--- src/rtl/shreg_pkg.sv ---
// Shared definitions for the universal shift register.
// Provides the 2-bit mode type and the four operating-mode encodings
// used by univ_shift_reg and its bench.
package shreg_pkg;

  typedef logic [1:0] mode_t;

  localparam mode_t MODE_HOLD = 2'b00;  // keep contents
  localparam mode_t MODE_SHR  = 2'b01;  // shift toward bit 0, si_msb enters at top
  localparam mode_t MODE_SHL  = 2'b10;  // shift toward MSB, si_lsb enters at bit 0
  localparam mode_t MODE_LOAD = 2'b11;  // parallel load, restarts the frame

endpackage

--- src/rtl/shreg_frame_cnt.sv ---
// Frame counter for the universal shift register.
// Counts shifts modulo WIDTH and pulses frame_done (registered) for one
// cycle after the shift that completes a WIDTH-bit frame.
// Ports:
//   clock      rising-edge clock
//   rst        asynchronous reset, active-low
//   inc        one shift happens at this edge
//   clr        load at this edge: discard the partial frame (wins over inc)
//   cnt        shifts completed in the current frame
//   frame_done one-cycle pulse after the WIDTH-th shift of a frame
module shreg_frame_cnt #(
  parameter int WIDTH = 8,
  parameter int CNT_W = $clog2(WIDTH)
) (
  input  logic             clock,
  input  logic             rst,
  input  logic             inc,
  input  logic             clr,
  output logic [CNT_W-1:0] cnt,
  output logic             frame_done
);

  localparam logic [CNT_W-1:0] CNT_LAST = CNT_W'(WIDTH - 1);

  logic [CNT_W-1:0] cnt_r;
  logic [CNT_W-1:0] cnt_next_s;
  logic             fd_r;
  logic             fd_next_s;

  // Next counter value and frame pulse; the pulse is never held over.
  always_comb begin
    cnt_next_s = cnt_r;
    fd_next_s  = 1'b0;
    if (clr) begin
      cnt_next_s = {CNT_W{1'b0}};
    end else if (inc) begin
      if (cnt_r == CNT_LAST) begin
        cnt_next_s = {CNT_W{1'b0}};
        fd_next_s  = 1'b1;
      end else begin
        cnt_next_s = cnt_r + CNT_W'(1);
      end
    end else begin
      cnt_next_s = cnt_r;
    end
  end

  // Counter and pulse registers with asynchronous clear.
  always_ff @(posedge clock or negedge rst) begin
    if (!rst) begin
      cnt_r <= {CNT_W{1'b0}};
      fd_r  <= 1'b0;
    end else begin
      cnt_r <= cnt_next_s;
      fd_r  <= fd_next_s;
    end
  end

  assign cnt        = cnt_r;
  assign frame_done = fd_r;

endmodule

--- src/rtl/univ_shift_reg.sv ---
// Universal shift register: hold, shift right, shift left, parallel load,
// with serial I/O at both ends and a frame counter.
// Build option: define SHREG_ROTATE_EN to let rot=1 recirculate the bit
// falling off the opposite end instead of taking the serial input.
// Without it, rot is accepted but has no effect.
// Ports:
//   clock      rising-edge clock
//   rst        asynchronous reset, active-low
//   en         cycle enable (0 holds everything)
//   mode       00 hold, 01 shift right, 10 shift left, 11 load
//   si_msb     serial in at bit WIDTH-1 (shift right)
//   si_lsb     serial in at bit 0 (shift left)
//   rot        rotate request
//   pin        parallel load data
//   pout       register contents
//   so_lsb     q[0]
//   so_msb     q[WIDTH-1]
//   cnt        shifts completed in current frame
//   frame_done one-cycle pulse after the WIDTH-th shift of a frame
module univ_shift_reg
  import shreg_pkg::*;
#(
  parameter  int WIDTH = 8,
  localparam int CNT_W = $clog2(WIDTH)
) (
  input  logic             clock,
  input  logic             rst,
  input  logic             en,
  input  logic [1:0]       mode,
  input  logic             si_msb,
  input  logic             si_lsb,
  input  logic             rot,
  input  logic [WIDTH-1:0] pin,
  output logic [WIDTH-1:0] pout,
  output logic             so_lsb,
  output logic             so_msb,
  output logic [CNT_W-1:0] cnt,
  output logic             frame_done
);

  logic [WIDTH-1:0] q_r;
  logic [WIDTH-1:0] q_next_s;
  logic             msb_in_s;
  logic             lsb_in_s;
  logic             inc_s;
  logic             clr_s;
  mode_t            mode_s;

  assign mode_s = mode_t'(mode);

`ifdef SHREG_ROTATE_EN
  // Pick the bits entering each end: serial inputs, or the opposite end when rotating.
  always_comb begin
    msb_in_s = si_msb;
    lsb_in_s = si_lsb;
    if (rot) begin
      msb_in_s = q_r[0];
      lsb_in_s = q_r[WIDTH-1];
    end else begin
      msb_in_s = si_msb;
      lsb_in_s = si_lsb;
    end
  end
`else
  logic rot_unused_s;
  assign rot_unused_s = rot;

  // Serial inputs always feed the shifting ends in this build.
  always_comb begin
    msb_in_s = si_msb;
    lsb_in_s = si_lsb;
  end
`endif

  // Data-path mux and counter controls, gated by the cycle enable.
  always_comb begin
    q_next_s = q_r;
    inc_s    = 1'b0;
    clr_s    = 1'b0;
    if (en) begin
      case (mode_s)
        MODE_HOLD: begin
          q_next_s = q_r;
        end
        MODE_SHR: begin
          q_next_s = {msb_in_s, q_r[WIDTH-1:1]};
          inc_s    = 1'b1;
        end
        MODE_SHL: begin
          q_next_s = {q_r[WIDTH-2:0], lsb_in_s};
          inc_s    = 1'b1;
        end
        MODE_LOAD: begin
          q_next_s = pin;
          clr_s    = 1'b1;
        end
        default: begin
          q_next_s = q_r;
        end
      endcase
    end else begin
      q_next_s = q_r;
    end
  end

  // Shift register with asynchronous clear.
  always_ff @(posedge clock or negedge rst) begin
    if (!rst) begin
      q_r <= {WIDTH{1'b0}};
    end else begin
      q_r <= q_next_s;
    end
  end

  shreg_frame_cnt #(
    .WIDTH (WIDTH),
    .CNT_W (CNT_W)
  ) u_frame_cnt (
    .clock      (clock),
    .rst        (rst),
    .inc        (inc_s),
    .clr        (clr_s),
    .cnt        (cnt),
    .frame_done (frame_done)
  );

  // Outputs are plain register taps.
  assign pout   = q_r;
  assign so_lsb = q_r[0];
  assign so_msb = q_r[WIDTH-1];

endmodule

--- config.mk ---
export PLATFORM = sky130hd
export DESIGN_NAME = univ_shift_reg
export DESIGN_NICKNAME = d
export VERILOG_FILES = /design/src/rtl/shreg_pkg.sv /design/src/rtl/shreg_frame_cnt.sv /design/src/rtl/univ_shift_reg.sv
export SDC_FILE = /design/constraint.sdc
export NUM_CORES = 1
export LEC_CHECK = 0
export ABC_CLOCK_PERIOD_IN_PS = 1400
export CAP_MARGIN = 20
export CORE_MARGIN = 1.5
export CORE_UTILIZATION = 39
export CTS_BUF_LIST = sky130_fd_sc_hd__clkbuf_8 sky130_fd_sc_hd__clkbuf_16
export DETAILED_ROUTE_END_ITERATION = 10
export PLACE_DENSITY = 0.77
export SYNTH_ARGS = -nofsm -noshare
export SYNTH_HDL_FRONTEND = slang
export SYNTH_SLANG_ARGS = --single-unit
--- constraint.sdc ---
create_clock -name clock -period 1.4 [get_ports clock]
set_input_delay 0.35 -clock clock [delete_from_list [all_inputs] [get_ports clock]]
set_output_delay 0.35 -clock clock [all_outputs]
set_load 0.02 [all_outputs]
# ---- Word-level counts from Yosys, hierarchy flattened
# Index checks and enable logic that the tools add are counted.
dict set report totals {
  regBits 12
  output_inout_bits 14
  wordCells 24
}
dict set report classes {
  n_addsub 1
  n_eq_ne 4
  mux 11
  bitwise_logic 1
  reduce_logical 4
}
# operator count
set op_table {}
lappend op_table {{8-bit one-hot mux with 3 select lines} 1}
lappend op_table {{3-bit two-way mux} 3}
lappend op_table {{1-bit two-way mux} 7}
lappend op_table {{2-bit == test, second input constant} 2}
lappend op_table {{3-bit by 1-bit adder with 3-bit output, second input constant} 1}
lappend op_table {{3-bit == test, second input constant} 1}
lappend op_table {{2-bit by 1-bit == test with 1-bit output, second input constant} 1}
lappend op_table {{2-bit zero test} 1}
lappend op_table {{2-bit AND reduction} 1}
lappend op_table {{2-bit nonzero test} 1}
lappend op_table {{2-bit OR reduction} 1}
lappend op_table {{1-bit inverter} 1}

# ---- Longest topological paths before layout
# Gate-level depths: netlist of the first run.
dict set report logic_depth {
  ltp_word 6
  ltp_mapped 6
  ltp_nobuf 5
}

# ---- Modules after synthesis
# A second synthesis of the first run with hierarchy kept.
dict set report unflattened {
  cells_unflattened 69
  area_unflattened_um2 715.7
}
# mod instances cells_each area_per_inst_um2 seq_area_each_um2
set modules_own_cells {}
lappend modules_own_cells {univ_shift_reg 1 54 531.8 200.2}
lappend modules_own_cells {shreg_frame_cnt 1 15 183.9 100.1}

# ---- Least setup slack after synthesis of the first run
# Ideal clock, no wire load.
dict set report synth_timing {
  kind {reg-to-reg}
  startpoint {register u_frame_cnt.cnt_r[0], in the netlist u_frame_cnt.cnt[0]}
  endpoint {register u_frame_cnt.cnt_r[2], in the netlist u_frame_cnt.cnt[2]}
  arrival_ps 1136
  required_time_ps 1279
  slack_ps 143
  stages_incl_launch_ff 4
  synth_period_minus_slack_ps 1257
  path_cell_list {dfrtp_1 > ha_1 > ha_1 > a22o_1}
}
dict set report synth_via {
  elab_chain_len 4
  elab_cells_between_ends 5
  cone_classes {1 x add/sub; 1 x eq/ne; 3 x mux}
}
# item line
set synth_lines {}
lappend synth_lines {{from (decl)} shreg_frame_cnt.sv:25} ;# logic [CNT_W-1:0] cnt_r;
lappend synth_lines {{from (signal assigned)} shreg_frame_cnt.sv:51} ;# cnt_r <= {CNT_W{1'b0}};
lappend synth_lines {{from (signal assigned)} shreg_frame_cnt.sv:54} ;# cnt_r <= cnt_next_s;
lappend synth_lines {{3-bit by 1-bit adder with 3-bit output or 3-bit == test (tied branches)} {shreg_frame_cnt.sv:41, shreg_frame_cnt.sv:37}}
lappend synth_lines {{3-bit two-way mux *} shreg_frame_cnt.sv:37} ;# if (cnt_r == CNT_LAST) begin
lappend synth_lines {{3-bit two-way mux *} shreg_frame_cnt.sv:36} ;# end else if (inc) begin
lappend synth_lines {{3-bit two-way mux *} shreg_frame_cnt.sv:34} ;# if (clr) begin
# Every way passes the cells marked *; elsewhere a longest branch is shown, timed or not. The select of a mux whose other input is x is not followed.
# A chain may end at the register's enable or synchronous reset.

# ---- Worst setup path in the final report of the first run
dict set report layout_timing {
  startpoint {register q_r[0], in the netlist pout[0]}
  endpoint {output so_lsb}
}
# item line
set layout_rtl {}
lappend layout_rtl {{from (decl)} univ_shift_reg.sv:41} ;# logic [WIDTH-1:0] q_r;
lappend layout_rtl {{from (signal assigned)} univ_shift_reg.sv:109} ;# q_r <= {WIDTH{1'b0}};
lappend layout_rtl {{from (signal assigned)} univ_shift_reg.sv:111} ;# q_r <= q_next_s;
lappend layout_rtl {{to (decl)} univ_shift_reg.sv:35} ;# output logic so_lsb,
# No word-level cell between the ends.

==> insert_results.sql, run 1 <==
INSERT INTO impl_metrics (metric_group, metric, value, unit) VALUES
('pwr', 'p_int', '0.907', 'mW'),
('floorplan', 'die_area', '0.00190', 'mm2'),
('critical_path', 'ff2ff_path_depth', '4', ''),
('critical_path', 'critical_path_cell_count', '1', ''),
('pwr', 'clockPowerShare', '28.3', '%'),
('sta', 'final.period_utilization', '95.2', '%'),
('sta', 'final_hold_viol_count', '0', ''),
('critical_path', 'timing.critical_path.slowest_stage_cell', 'dfrtp_1', ''),
('pwr', 'power_spent_charging_and_discharging_nets', '0.439', 'mW'),
('sta', 'final_critical_path_setup_slack', '67.2', 'ps'),
('placement', 'preCtsSetupSlack', '-525', 'ps'),
('placement', 'gp_routability_congestion', '0.740', ''),
('sta', 'timing.final.crit_period', '1330', 'ps'),
('pwr', 'seq_power_share', '34.0', '%'),
('job', 'total_of_max_cap_violations', '0', ''),
('layout', 'area_growth_syn_to_layout', '63.7', '%'),
('floorplan', 'horizontal_die_dimension', '43.6', 'um'),
('sta', 'fin_worst_skew', '0.520', 'ps'),
('pwr', 'power.leakage', '0.534', 'nW'),
('logic_synthesis', 'post_synth_main_area_contributors', 'dfrtp_1 (47%), a22o_1 (15%), ha_1 (9.7%)', ''),
('global_route', 'grt_overflow_total', '0', ''),
('routing', 'routed_wl', '1.63', 'mm'),
('logic_synthesis', 'yosys.cell_types.count', '13', ''),
('logic_synthesis', 'post_synth_inst_count', '66', ''),
('floorplan', 'fp.coreArea', '0.00152', 'mm2'),
('critical_path', 'ws_path_type', 'reg -> out', ''),
('pwr', 'power_density_of_the_placed_cells', '1280', 'mW/mm2'),
('logic_synthesis', 'post-synth-top-area-fraction', '46.6', '%'),
('placement', 'port_buffers', '28', ''),
('clock_network', 'clk_latency', '240', 'ps'),
('sta', 'setup_violations_final', '0', ''),
('global_route', 'track_usage', '20.2', '%'),
('critical_path', 'cp_data_arrival_time', '980', 'ps'),
('critical_path', 'timing.critical_path.from_type', 'flip-flop', ''),
('clock_network', 'clk_path_buf_depth', '2', ''),
('critical_path', 'worstPathRequired', '1050', 'ps'),
('logic_synthesis', 'synth-seq-area-share', '46.6', '%'),
('clock_network', 'tritoncts.num_buffers', '3', ''),
('logic_synthesis', 'yosys_reg_bits', '12', ''),
('layout', 'fin_area', '0.00105', 'mm2'),
('routing', 'drt-wirelength-per-cell', '13.7', 'um'),
('logic_synthesis', 'syn_area', '644', 'um2'),
('logic_synthesis', 'syn-mean-instance-area', '9.76', 'um2'),
('min_path', 'hold_path_class', 'in -> async', ''),
('logic_synthesis', 'post-synth-top-area-cell', 'dfrtp_1', ''),
('clock_network', 'clkTransAtPathRegs', '50', 'ps'),
('critical_path', 'setup.worst_path.end_class', 'primary output', ''),
('logic_synthesis', 'synth.yosys.warnings', '0', ''),
('global_route', 'grt_pass1_vias', '673', ''),
('sta', 'worst_slew_margin_relative_to_its_limit', '83.6', '%'),
('layout', 'antenna_cells', '0', ''),
('logic_synthesis', 'yosys-top-cells-count', 'dfrtp_1 (12), a22o_1 (11), nand2_1 (9), o21ai_1 (9), a21oi_1 (8)', ''),
('global_route', 'wire_length_of_the_first_global_routing_pass', '2.80', 'mm'),
('critical_path', 'cp_peak_stage_delay', '410', 'ps'),
('placement', 'post_dp_cell_area', '987', 'um2'),
('clock_network', 'cts.hold.buffers_added', '0', ''),
('routing', 'via_count', '627', ''),
('critical_path', 'cp_cell_sequence', 'dlygate4sd2_1', ''),
('logic_synthesis', 'ys_dominant_reg_cell', 'dfrtp_1', ''),
('layout', 'final_layout_size_suffix_gt1_share', '17.5', '%'),
('floorplan', 'floorplan.initialDensity', '42.3', '%'),
('global_route', 'grt_antenna_before_repair', '0', ''),
('floorplan', 'num_rows', '14', ''),
('sta', 'finalSetupTns', '0', 'ps'),
('sta', 'fmax_achieved', '0.750', 'GHz'),
('clock_network', 'tritoncts', 'done', ''),
('critical_path', 'critical_path_buffer_and_inverter_count', '1', ''),
('routing', 'viasPerCell', '5.27', ''),
('global_route', 'grt_max_degree', '13', ''),
('run_status', 'run_status', 'finished, final reports clean', ''),
('routing', 'drt_drc_violations_left', '0', '');
[state kept, by name, summed over array words and instances (netlist names)]
signal,flops
u_frame_cnt.cnt,3
pout,8
u_frame_cnt.frame_done,1
[repair_timing]
item	in CTS	in global routing
gates resized for setup	21	1
setup buffers	0	0
endpoints found under the setup margin	26	2
[final timing paths]
path / from / end / slack, ps
max: pout[0]$_DFFE_PN0P_ / so_lsb / 70
min: rst / u_frame_cnt.frame_done$_DFF_PN0_ / 400
max reg2reg: u_frame_cnt.cnt[0]$_DFFE_PN0P_ / u_frame_cnt.cnt[2]$_DFFE_PN0P_ / 110
min reg2reg: u_frame_cnt.cnt[2]$_DFFE_PN0P_ / u_frame_cnt.cnt[2]$_DFFE_PN0P_ / 530
max in group asynchronous: rst / pout[1]$_DFFE_PN0P_ / 840
min in group clock: u_frame_cnt.cnt[2]$_DFFE_PN0P_ / u_frame_cnt.cnt[2]$_DFFE_PN0P_ / 530
[stage by stage]
stage,std cells,hold WS (ps),utilization [%]
floorplan,66,54.4,-
global placement,115,518,64.8
detailed placement,115,521,64.8
CTS,119,403,69.0
global route,119,435,69.2
finish,119,404,69.2
[cell usage in the layout, fill, tap and decap left out]
cell type / count
nand2b_1: 1
nor2_1: 1
buf_4: 10
clkbuf_8: 4
clkdlybuf4s50_1: 12
dfrtp_1: 12
nand2_1: 9
o21ai_1: 9
a21oi_1: 8
dlygate4sd2_1: 16
ha_4: 2
and2_1: 1
nor2_2: 1
inv_1: 2
a22o_1: 11
ha_1: 3
nor2_4: 1
[final cells by class]
cell class / instances / area, um2 / share of cell area [%]
multi-input combinational: 47 / 337 / 31.9
timing repair buffer: 38 / 335 / 31.8
sequential: 12 / 300 / 28.5
clock buffer: 4 / 55.1 / 5.22
tap: 16 / 20.0 / 1.90
inverter: 2 / 7.51 / 0.712
[routing by layer]
metal,up-vias,track usage [%],wire length (um)
met5,-,0,0
li1,309,-,-
met2,16,33.2,839
met1,297,22.8,685
met3,5,8.33,77
met4,0,9.09,31
[kinds of logic after synthesis]
| group | synth area share [%] |
|---|---|
| buffers and inverters | 6.21 |
| and+or+nand+nor | 9.32 |
| adders and majority gates | 9.71 |
| AOI/OAI and AO/OA | 28.2 |
| DFF | 46.6 |
[power by group through the flow]
stage	clock network, mW	registers, mW	logic, mW
after global routing	0.402	0.466	0.546
after floorplan	0	0.562	0.163
after global placement	0	0.464	0.539
after detailed placement	0	0.467	0.552
after CTS	0.392	0.459	0.507
final	0.381	0.457	0.508
No activity file was read; power rests on OpenSTA's default activity.
==> run 2: changes to the inputs <==
--- a/config.mk
+++ b/config.mk
@@ -7,6 +7,7 @@
 export LEC_CHECK = 0
 export ABC_CLOCK_PERIOD_IN_PS = 1400
 export CAP_MARGIN = 20
+export CORE_ASPECT_RATIO = 1.25
 export CORE_MARGIN = 1.5
 export CORE_UTILIZATION = 39
 export CTS_BUF_LIST = sky130_fd_sc_hd__clkbuf_8 sky130_fd_sc_hd__clkbuf_16
==> run 2 against run 1 <==
  * Non-clock buffer count unchanged
  * Critical path type unchanged
  * Maximum frequency down 1.0%
  * Core utilization down 2.1 points
  * Highest routed layer unchanged
  * Global-route usage up 1.5 points
  * Cell count up 1.7%
  * Worst setup slack worse by 13 ps
==> insert_results.sql, run 2 (same netlist as run 1, synthesis figures left out) <==
INSERT INTO impl_metrics (metric_group, metric, value, unit) VALUES
('critical_path', 'cp_cell_sequence', 'dlygate4sd2_1', ''),
('job', 'total_of_max_cap_violations', '0', ''),
('routing', 'drt-wirelength-per-cell', '14.6', 'um'),
('routing', 'ant_nets', '0', ''),
('sta', 'final.period_utilization', '96.2', '%'),
('layout', 'fillCellCount', '124', ''),
('pwr', 'p_int', '0.900', 'mW'),
('layout', 'fin_area', '0.00105', 'mm2'),
('floorplan', 'dieHeight', '48.4', 'um'),
('sta', 'setup_violations_final', '0', ''),
('global_route', 'wire_length_of_the_first_global_routing_pass', '2.88', 'mm'),
('sta', 'timing.final.crit_period', '1350', 'ps'),
('sta', 'timing_worst_slew_pin_value', '249', 'ps'),
('layout', 'layout_common_cells', 'dlygate4sd2_1 (16), clkdlybuf4s50_1 (12), dfrtp_1 (12)', ''),
('pwr', 'power.ir.vdd_worst', '0.658', 'mV'),
('floorplan', 'num_rows', '16', ''),
('placement', 'dp_hpwl', '1.19', 'mm'),
('sta', 'rsz0062_at_grt', 'no', ''),
('clock_network', 'cts.htree.levels', '1', ''),
('pwr', 'power_density_of_the_placed_cells', '1280', 'mW/mm2'),
('critical_path', 'cp_data_arrival_time', '1000', 'ps'),
('sta', 'fmax_achieved', '0.743', 'GHz'),
('critical_path', 'cp_peak_stage_delay', '400', 'ps'),
('layout', 'finish.net_count', '125', ''),
('pwr', 'power_spent_charging_and_discharging_nets', '0.442', 'mW'),
('floorplan', 'fp.coreArea', '0.00156', 'mm2'),
('critical_path', 'ws_path_type', 'reg -> out', ''),
('clock_network', 'tritoncts.num_buffers', '3', ''),
('placement', 'post-place-cells', '116', ''),
('critical_path', 'setup.worst_path.end_class', 'primary output', ''),
('routing', 'routed_wl', '1.77', 'mm'),
('pwr', 'comb_power_share', '37.4', '%'),
('pwr', 'power.leakage', '0.532', 'nW'),
('layout', 'finish.utilization', '67.1', '%'),
('floorplan', 'floorplan.initialDensity', '41.3', '%'),
('sta', 'finalSetupTns', '0', 'ps'),
('clock_network', 'clkTransAtPathRegs', '60', 'ps'),
('global_route', 'grt_pass1_vias', '668', ''),
('routing', 'viasPerCell', '5.47', ''),
('clock_network', 'cts.hold.buffers_added', '0', ''),
('placement', 'gp_routability_congestion', '0.802', ''),
('global_route', 'grt_antenna_before_repair', '0', ''),
('sta', 'fin_worst_skew', '3.97', 'ps'),
('clock_network', 'tritoncts_num_sinks', '12', ''),
('floorplan', 'horizontal_die_dimension', '39.4', 'um'),
('clock_network', 'tritoncts', 'done', ''),
('layout', 'layout.cells.non_filler', '121', ''),
('critical_path', 'critical_path_buffer_and_inverter_count', '1', ''),
('critical_path', 'critical_path.top_delay_family', 'flip-flops', ''),
('pwr', 'seq_power_share', '34.5', '%'),
('layout', 'largest_register_ff_count', '8', ''),
('global_route', 'track_usage', '21.7', '%'),
('clock_network', 'root_cell_of_the_clock_tree', 'clkbuf_8', ''),
('pwr', 'clockPowerShare', '28.1', '%'),
('global_route', 'grt_overflow_total', '0', ''),
('pwr', 'p_sw_share', '32.9', '%'),
('routing', 'dr.first_iter.drc_count', '18', ''),
('placement', 'port_buffers', '28', ''),
('floorplan', 'ios', '30', ''),
('run_status', 'run_status', 'finished, final reports clean', ''),
('routing', 'drt_drc_violations_left', '0', ''),
('critical_path', 'timing.critical_path.slowest_stage_cell', 'dfrtp_1', ''),
('placement', 'post_dp_cell_area', '982', 'um2'),
('sta', 'worst_slew_margin_relative_to_its_limit', '83.3', '%'),
('layout', 'mostFrequentLayoutCell', 'dlygate4sd2_1', ''),
('routing', 'via_count', '662', ''),
('critical_path', 'timing.critical_path.from_type', 'flip-flop', ''),
('sta', 'final_hold_viol_count', '0', ''),
('floorplan', 'die_area', '0.00191', 'mm2'),
('clock_network', 'clk_path_buf_depth', '2', ''),
('sta', 'slew_limit_fails', '0', ''),
('critical_path', 'crit_path_max_fanout', '4', ''),
('global_route', 'grt_max_degree', '13', ''),
('layout', 'area_growth_syn_to_layout', '62.7', '%'),
('clock_network', 'clk_latency', '240', 'ps'),
('layout', 'final_layout_size_suffix_gt1_share', '18.4', '%'),
('min_path', 'hold_path_class', 'in -> async', ''),
('critical_path', 'worstPathRequired', '1050', 'ps'),
('layout', 'antenna_cells', '0', ''),
('routing', 'first_pass_iters', '4', '');
==> run 2: cell counts in the layout (fill, tap and decap cells not counted) <==
No cell type changed its count.
==> run 2: per-layer routing <==
layer / routed length, um / part of all wire, % / GRT usage (%)
met5: 0 / 0 / 0
met4: 11 / 0.62 / 10.9
met3: 105 / 5.9 / 2.75
met2: 977 / 55 / 36.9
met1: 675 / 38 / 25.1
==> run 2: final timing paths <==
kind,startpoint,to,slack [ps],cells past startpoint
max reg2reg,u_frame_cnt.cnt[0]$_DFFE_PN0P_,u_frame_cnt.cnt[2]$_DFFE_PN0P_,120,4
max,pout[2]$_DFFE_PN0P_,pout[2],50,1
min in group clock,u_frame_cnt.cnt[1]$_DFFE_PN0P_,u_frame_cnt.cnt[1]$_DFFE_PN0P_,540,1
max in group asynchronous,rst,pout[6]$_DFFE_PN0P_,830,2
min,rst,pout[4]$_DFFE_PN0P_,410,2
min reg2reg,u_frame_cnt.cnt[1]$_DFFE_PN0P_,u_frame_cnt.cnt[1]$_DFFE_PN0P_,540,1
==> run 2: stage by stage <==
step           hold slack (ps)  setup WS, ps  power (mW)
2_1_floorplan             54.4           143       0.725
3_3_place_gp               514          -398       0.991
3_5_place_dp               519          -450        1.01
4_1_cts                    414          65.1        1.34
5_1_grt                    436          2.61        1.40
6_report                   407          53.8        1.34
==> run 2: cell type report <==
class | instances | area [um2] | share of cell area, %
repair buffers | 38 | 335 | 32.0
well taps | 18 | 22.5 | 2.15
clock buffers | 4 | 55.1 | 5.25
multi-input cells | 47 | 328 | 31.3
inverters | 2 | 7.51 | 0.716
flip-flops and latches | 12 | 300 | 28.6
==> run 2: power by group through the flow <==
| stage | Combinational, mW | Sequential (mW) | Clock (mW) |
|---|---|---|---|
| after global placement | 0.524 | 0.466 | 0 |
| after CTS | 0.500 | 0.462 | 0.374 |
| after floorplan | 0.163 | 0.562 | 0 |
| after detailed placement | 0.538 | 0.469 | 0 |
| after global routing | 0.542 | 0.471 | 0.385 |
| final | 0.502 | 0.462 | 0.377 |
==> run 2: what timing repair did <==
action                     4_1_cts  5_1_grt
gates resized for setup         24        0
setup endpoints to repair       26        0
buffers inserted                 1        0
==> run 3: changes to the inputs <==
--- a/config.mk
+++ b/config.mk
@@ -5,14 +5,15 @@
 export SDC_FILE = /design/constraint.sdc
 export NUM_CORES = 1
 export LEC_CHECK = 0
-export ABC_CLOCK_PERIOD_IN_PS = 1400
+export ABC_AREA = 1
 export CAP_MARGIN = 20
 export CORE_ASPECT_RATIO = 1.25
 export CORE_MARGIN = 1.5
-export CORE_UTILIZATION = 39
+export CORE_UTILIZATION = 42
 export CTS_BUF_LIST = sky130_fd_sc_hd__clkbuf_8 sky130_fd_sc_hd__clkbuf_16
 export DETAILED_ROUTE_END_ITERATION = 10
 export PLACE_DENSITY = 0.77
 export SYNTH_ARGS = -nofsm -noshare
 export SYNTH_HDL_FRONTEND = slang
 export SYNTH_SLANG_ARGS = --single-unit
+export TNS_END_PERCENT = 30
==> run 3 against run 2 <==
  * Non-clock buffer count grew 2
  * Routed wire length rose by 7.2%
  * Maximum frequency rose by 1.7%
  * Register-to-register slack improved by 60 ps
  * Cell area is 15% higher
  * Core utilization rose by 1.9 points
  * First-iteration DRC count rose by 11%
  * Critical path type unchanged
  * Largest power group unchanged
==> insert_results.sql, run 3 <==
INSERT INTO impl_metrics (metric_group, metric, value, unit) VALUES
('routing', 'ant_nets', '0', ''),
('logic_synthesis', 'post_synth_inst_count', '115', ''),
('floorplan', 'die_area', '0.00211', 'mm2'),
('critical_path', 'critical_path.top_delay_family', 'flip-flops', ''),
('sta', 'final.period_utilization', '94.5', '%'),
('pwr', 'power_density_of_the_placed_cells', '1140', 'mW/mm2'),
('placement', 'gp_routability_congestion', '0.714', ''),
('floorplan', 'horizontal_die_dimension', '41.3', 'um'),
('placement', 'preCtsSetupSlack', '-379', 'ps'),
('sta', 'worst_slew_margin_relative_to_its_limit', '85.5', '%'),
('critical_path', 'worstPathRequired', '1050', 'ps'),
('critical_path', 'setup.worst_path.end_class', 'primary output', ''),
('logic_synthesis', 'synth-seq-area-share', '38.9', '%'),
('global_route', 'grt_max_degree', '13', ''),
('critical_path', 'reg2reg_to', 'u_frame_cnt.cnt[2]$_DFFE_PN0P_', ''),
('sta', 'final_hold_viol_count', '0', ''),
('layout', 'layout_common_cells', 'nand2_1 (68), dlygate4sd2_1 (14), inv_1 (13)', ''),
('critical_path', 'r2r-start', 'u_frame_cnt.cnt[0]$_DFFE_PN0P_', ''),
('pwr', 'clockPowerShare', '28.2', '%'),
('logic_synthesis', 'syn-mean-instance-area', '6.71', 'um2'),
('clock_network', 'tritoncts', 'done', ''),
('critical_path', 'timing.critical_path.from_type', 'flip-flop', ''),
('layout', 'largest_register_ff_count', '8', ''),
('logic_synthesis', 'ys_dominant_reg_cell', 'dfrtp_1', ''),
('layout', 'area_growth_syn_to_layout', '56.1', '%'),
('critical_path', 'cp_data_arrival_time', '970', 'ps'),
('logic_synthesis', 'yosys_reg_bits', '12', ''),
('pwr', 'power.ir.vdd_worst', '0.777', 'mV'),
('critical_path', 'cp_peak_stage_delay', '400', 'ps'),
('routing', 'via_count', '823', ''),
('logic_synthesis', 'post-synth-top-area-fraction', '38.9', '%'),
('placement', 'post_dp_cell_area', '0.00114', 'mm2'),
('routing', 'viasPerCell', '4.73', ''),
('logic_synthesis', 'post-synth-top-area-cell', 'dfrtp_1', ''),
('sta', 'timing.hold.ws', '415', 'ps'),
('layout', 'finish.net_count', '177', ''),
('layout', 'fillCellCount', '158', ''),
('routing', 'dr.first_iter.drc_count', '20', ''),
('pwr', 'power_spent_charging_and_discharging_nets', '0.466', 'mW'),
('clock_network', 'cts.htree.levels', '1', ''),
('routing', 'routed_wl', '1.90', 'mm'),
('sta', 'setup_violations_final', '0', ''),
('job', 'total_of_max_cap_violations', '0', ''),
('routing', 'first_pass_iters', '4', ''),
('sta', 'slew_limit_fails', '0', ''),
('logic_synthesis', 'yosys-top-cells-count', 'nand2_1 (69), inv_1 (14), dfrtp_1 (12)', ''),
('sta', 'timing.final.crit_period', '1320', 'ps'),
('sta', 'fin_worst_skew', '2.37', 'ps'),
('routing', 'drt-wirelength-per-cell', '10.9', 'um'),
('clock_network', 'cts.hold.buffers_added', '0', ''),
('pwr', 'totalPowerFinal', '1.37', 'mW'),
('routing', 'drt_drc_violations_left', '0', ''),
('layout', 'mostFrequentLayoutCell', 'nand2_1', ''),
('critical_path', 'ws_path_type', 'reg -> out', ''),
('clock_network', 'clk_path_buf_depth', '2', ''),
('floorplan', 'ios', '30', ''),
('clock_network', 'tritoncts.num_buffers', '3', ''),
('logic_synthesis', 'synth.yosys.warnings', '0', ''),
('sta', 'timing_worst_slew_pin_value', '218', 'ps'),
('min_path', 'hold_path_class', 'in -> async', ''),
('sta', 'final_critical_path_setup_slack', '76.8', 'ps'),
('global_route', 'track_usage', '21.3', '%'),
('placement', 'port_buffers', '28', ''),
('pwr', 'p_sw_share', '34.1', '%'),
('logic_synthesis', 'yosys.cell_types.count', '12', ''),
('pwr', 'comb_power_share', '38.5', '%'),
('global_route', 'grt_antenna_before_repair', '0', ''),
('floorplan', 'fp.coreArea', '0.00174', 'mm2'),
('critical_path', 'ff2ff_path_depth', '5', ''),
('logic_synthesis', 'syn_area', '772', 'um2'),
('run_status', 'run_status', 'finished, final reports clean', ''),
('floorplan', 'num_rows', '17', ''),
('clock_network', 'tritoncts_num_sinks', '12', ''),
('clock_network', 'clk_latency', '240', 'ps'),
('critical_path', 'critical_path_buffer_and_inverter_count', '1', ''),
('floorplan', 'floorplan.initialDensity', '44.3', '%'),
('pwr', 'power.leakage', '0.733', 'nW'),
('layout', 'final_layout_size_suffix_gt1_share', '15.5', '%'),
('layout', 'antenna_cells', '0', ''),
('logic_synthesis', 'post_synth_main_area_contributors', 'dfrtp_1 (39%), nand2_1 (34%), ha_1 (8.1%)', ''),
('pwr', 'seq_power_share', '33.3', '%'),
('layout', 'fin_area', '0.00120', 'mm2'),
('global_route', 'grt_pass1_vias', '723', ''),
('logic_synthesis', 'synth_async_sr_flop_share', '100', '%'),
('placement', 'dp_hpwl', '1.38', 'mm'),
('critical_path', 'critical_path_cell_count', '1', ''),
('global_route', 'wire_length_of_the_first_global_routing_pass', '3.00', 'mm'),
('layout', 'finish.utilization', '69.1', '%'),
('global_route', 'grt_overflow_total', '0', ''),
('critical_path', 'crit_path_max_fanout', '3', ''),
('critical_path', 'cp_cell_sequence', 'dlygate4sd2_1', ''),
('sta', 'rsz0062_at_grt', 'no', ''),
('clock_network', 'root_cell_of_the_clock_tree', 'clkbuf_8', ''),
('logic_synthesis', 'yosys.cell_count.top_type', 'nand2_1', ''),
('logic_synthesis', 'synth_edf_count', '0', ''),
('floorplan', 'dieHeight', '50.9', 'um'),
('clock_network', 'clkTransAtPathRegs', '60', 'ps'),
('logic_synthesis', 'synth.net_count', '136', ''),
('pwr', 'p_int', '0.903', 'mW'),
('critical_path', 'reg2reg_slack', '180', 'ps'),
('sta', 'fmax_achieved', '0.756', 'GHz'),
('critical_path', 'timing.critical_path.slowest_stage_cell', 'dfrtp_1', '');
run 3: changes by cell type after synthesis, sizes merged, moves of 5 or more:
cell,delta
inv,+14
a22o,-11
o21ai,-9
a21oi,-8
nand3,+5
nand2,+60
run 3: layout make-up:
class | instances | area [um2] | share of cell area, %
Multi-Input combinational cell | 83 | 398 | 33.0
Timing Repair Buffer | 40 | 368 | 30.5
Sequential cell | 12 | 300 | 24.9
Inverter | 16 | 60.1 | 4.98
Clock buffer | 4 | 55.1 | 4.57
Tap cell | 19 | 23.8 | 1.97
run 3: worst max path at each step:
stage,start,endpoint,slack (ps)
after CTS,mode[0],pout[6]$_DFFE_PN0P_,-10
after detailed placement,mode[0],pout[6]$_DFFE_PN0P_,-380
after global placement,mode[0],pout[6]$_DFFE_PN0P_,-350
final,u_frame_cnt.cnt[1]$_DFFE_PN0P_,cnt[1],80
after floorplan,u_frame_cnt.cnt[0]$_DFFE_PN0P_,u_frame_cnt.cnt[2]$_DFFE_PN0P_,230
after global routing,pout[0]$_DFFE_PN0P_,pout[0],20
run 3: power by group through the flow:
stage               Sequential, mW  Combinational [mW]  Clock [mW]
floorplan                    0.556               0.184           0
finish                       0.455               0.527       0.386
detailed placement           0.465               0.573           0
global route                 0.464               0.586       0.415
CTS                          0.457               0.527       0.395
global placement             0.459               0.561           0
run 3: cell families (layout without fill, tap and decap cells):
group / after synthesis / in the layout / synth area share [%]
adders and majority gates: 5 / 5 / 8.10
buffers and inverters: 20 / 60 / 11.8
DFF: 12 / 12 / 38.9
and+or+nand+nor: 78 / 78 / 41.2
run 3: stage by stage:
stage | setup TNS (ps) | std cells
finish | 0 | 174
global route | 0 | 174
CTS | -26.9 | 173
detailed placement | -3930 | 169
global placement | -3610 | 169
floorplan | 0 | 115
run 3: per-layer routing:
metal	vias to the layer above	track usage [%]	part of all wire, %
met5	-	0	0
li1	420	-	-
met4	0	8.06	1.1
met3	2	5.22	5.5
met1	371	24.2	41
met2	30	36.2	53
run 3: what timing repair did:
| action | 4_1_cts | 5_1_grt |
|---|---|---|
| buffers inserted | 0 | 1 |
| gates resized for setup | 17 | 4 |
| endpoints found under the setup margin | 25 | 11 |
| pin swaps | 1 | 1 |
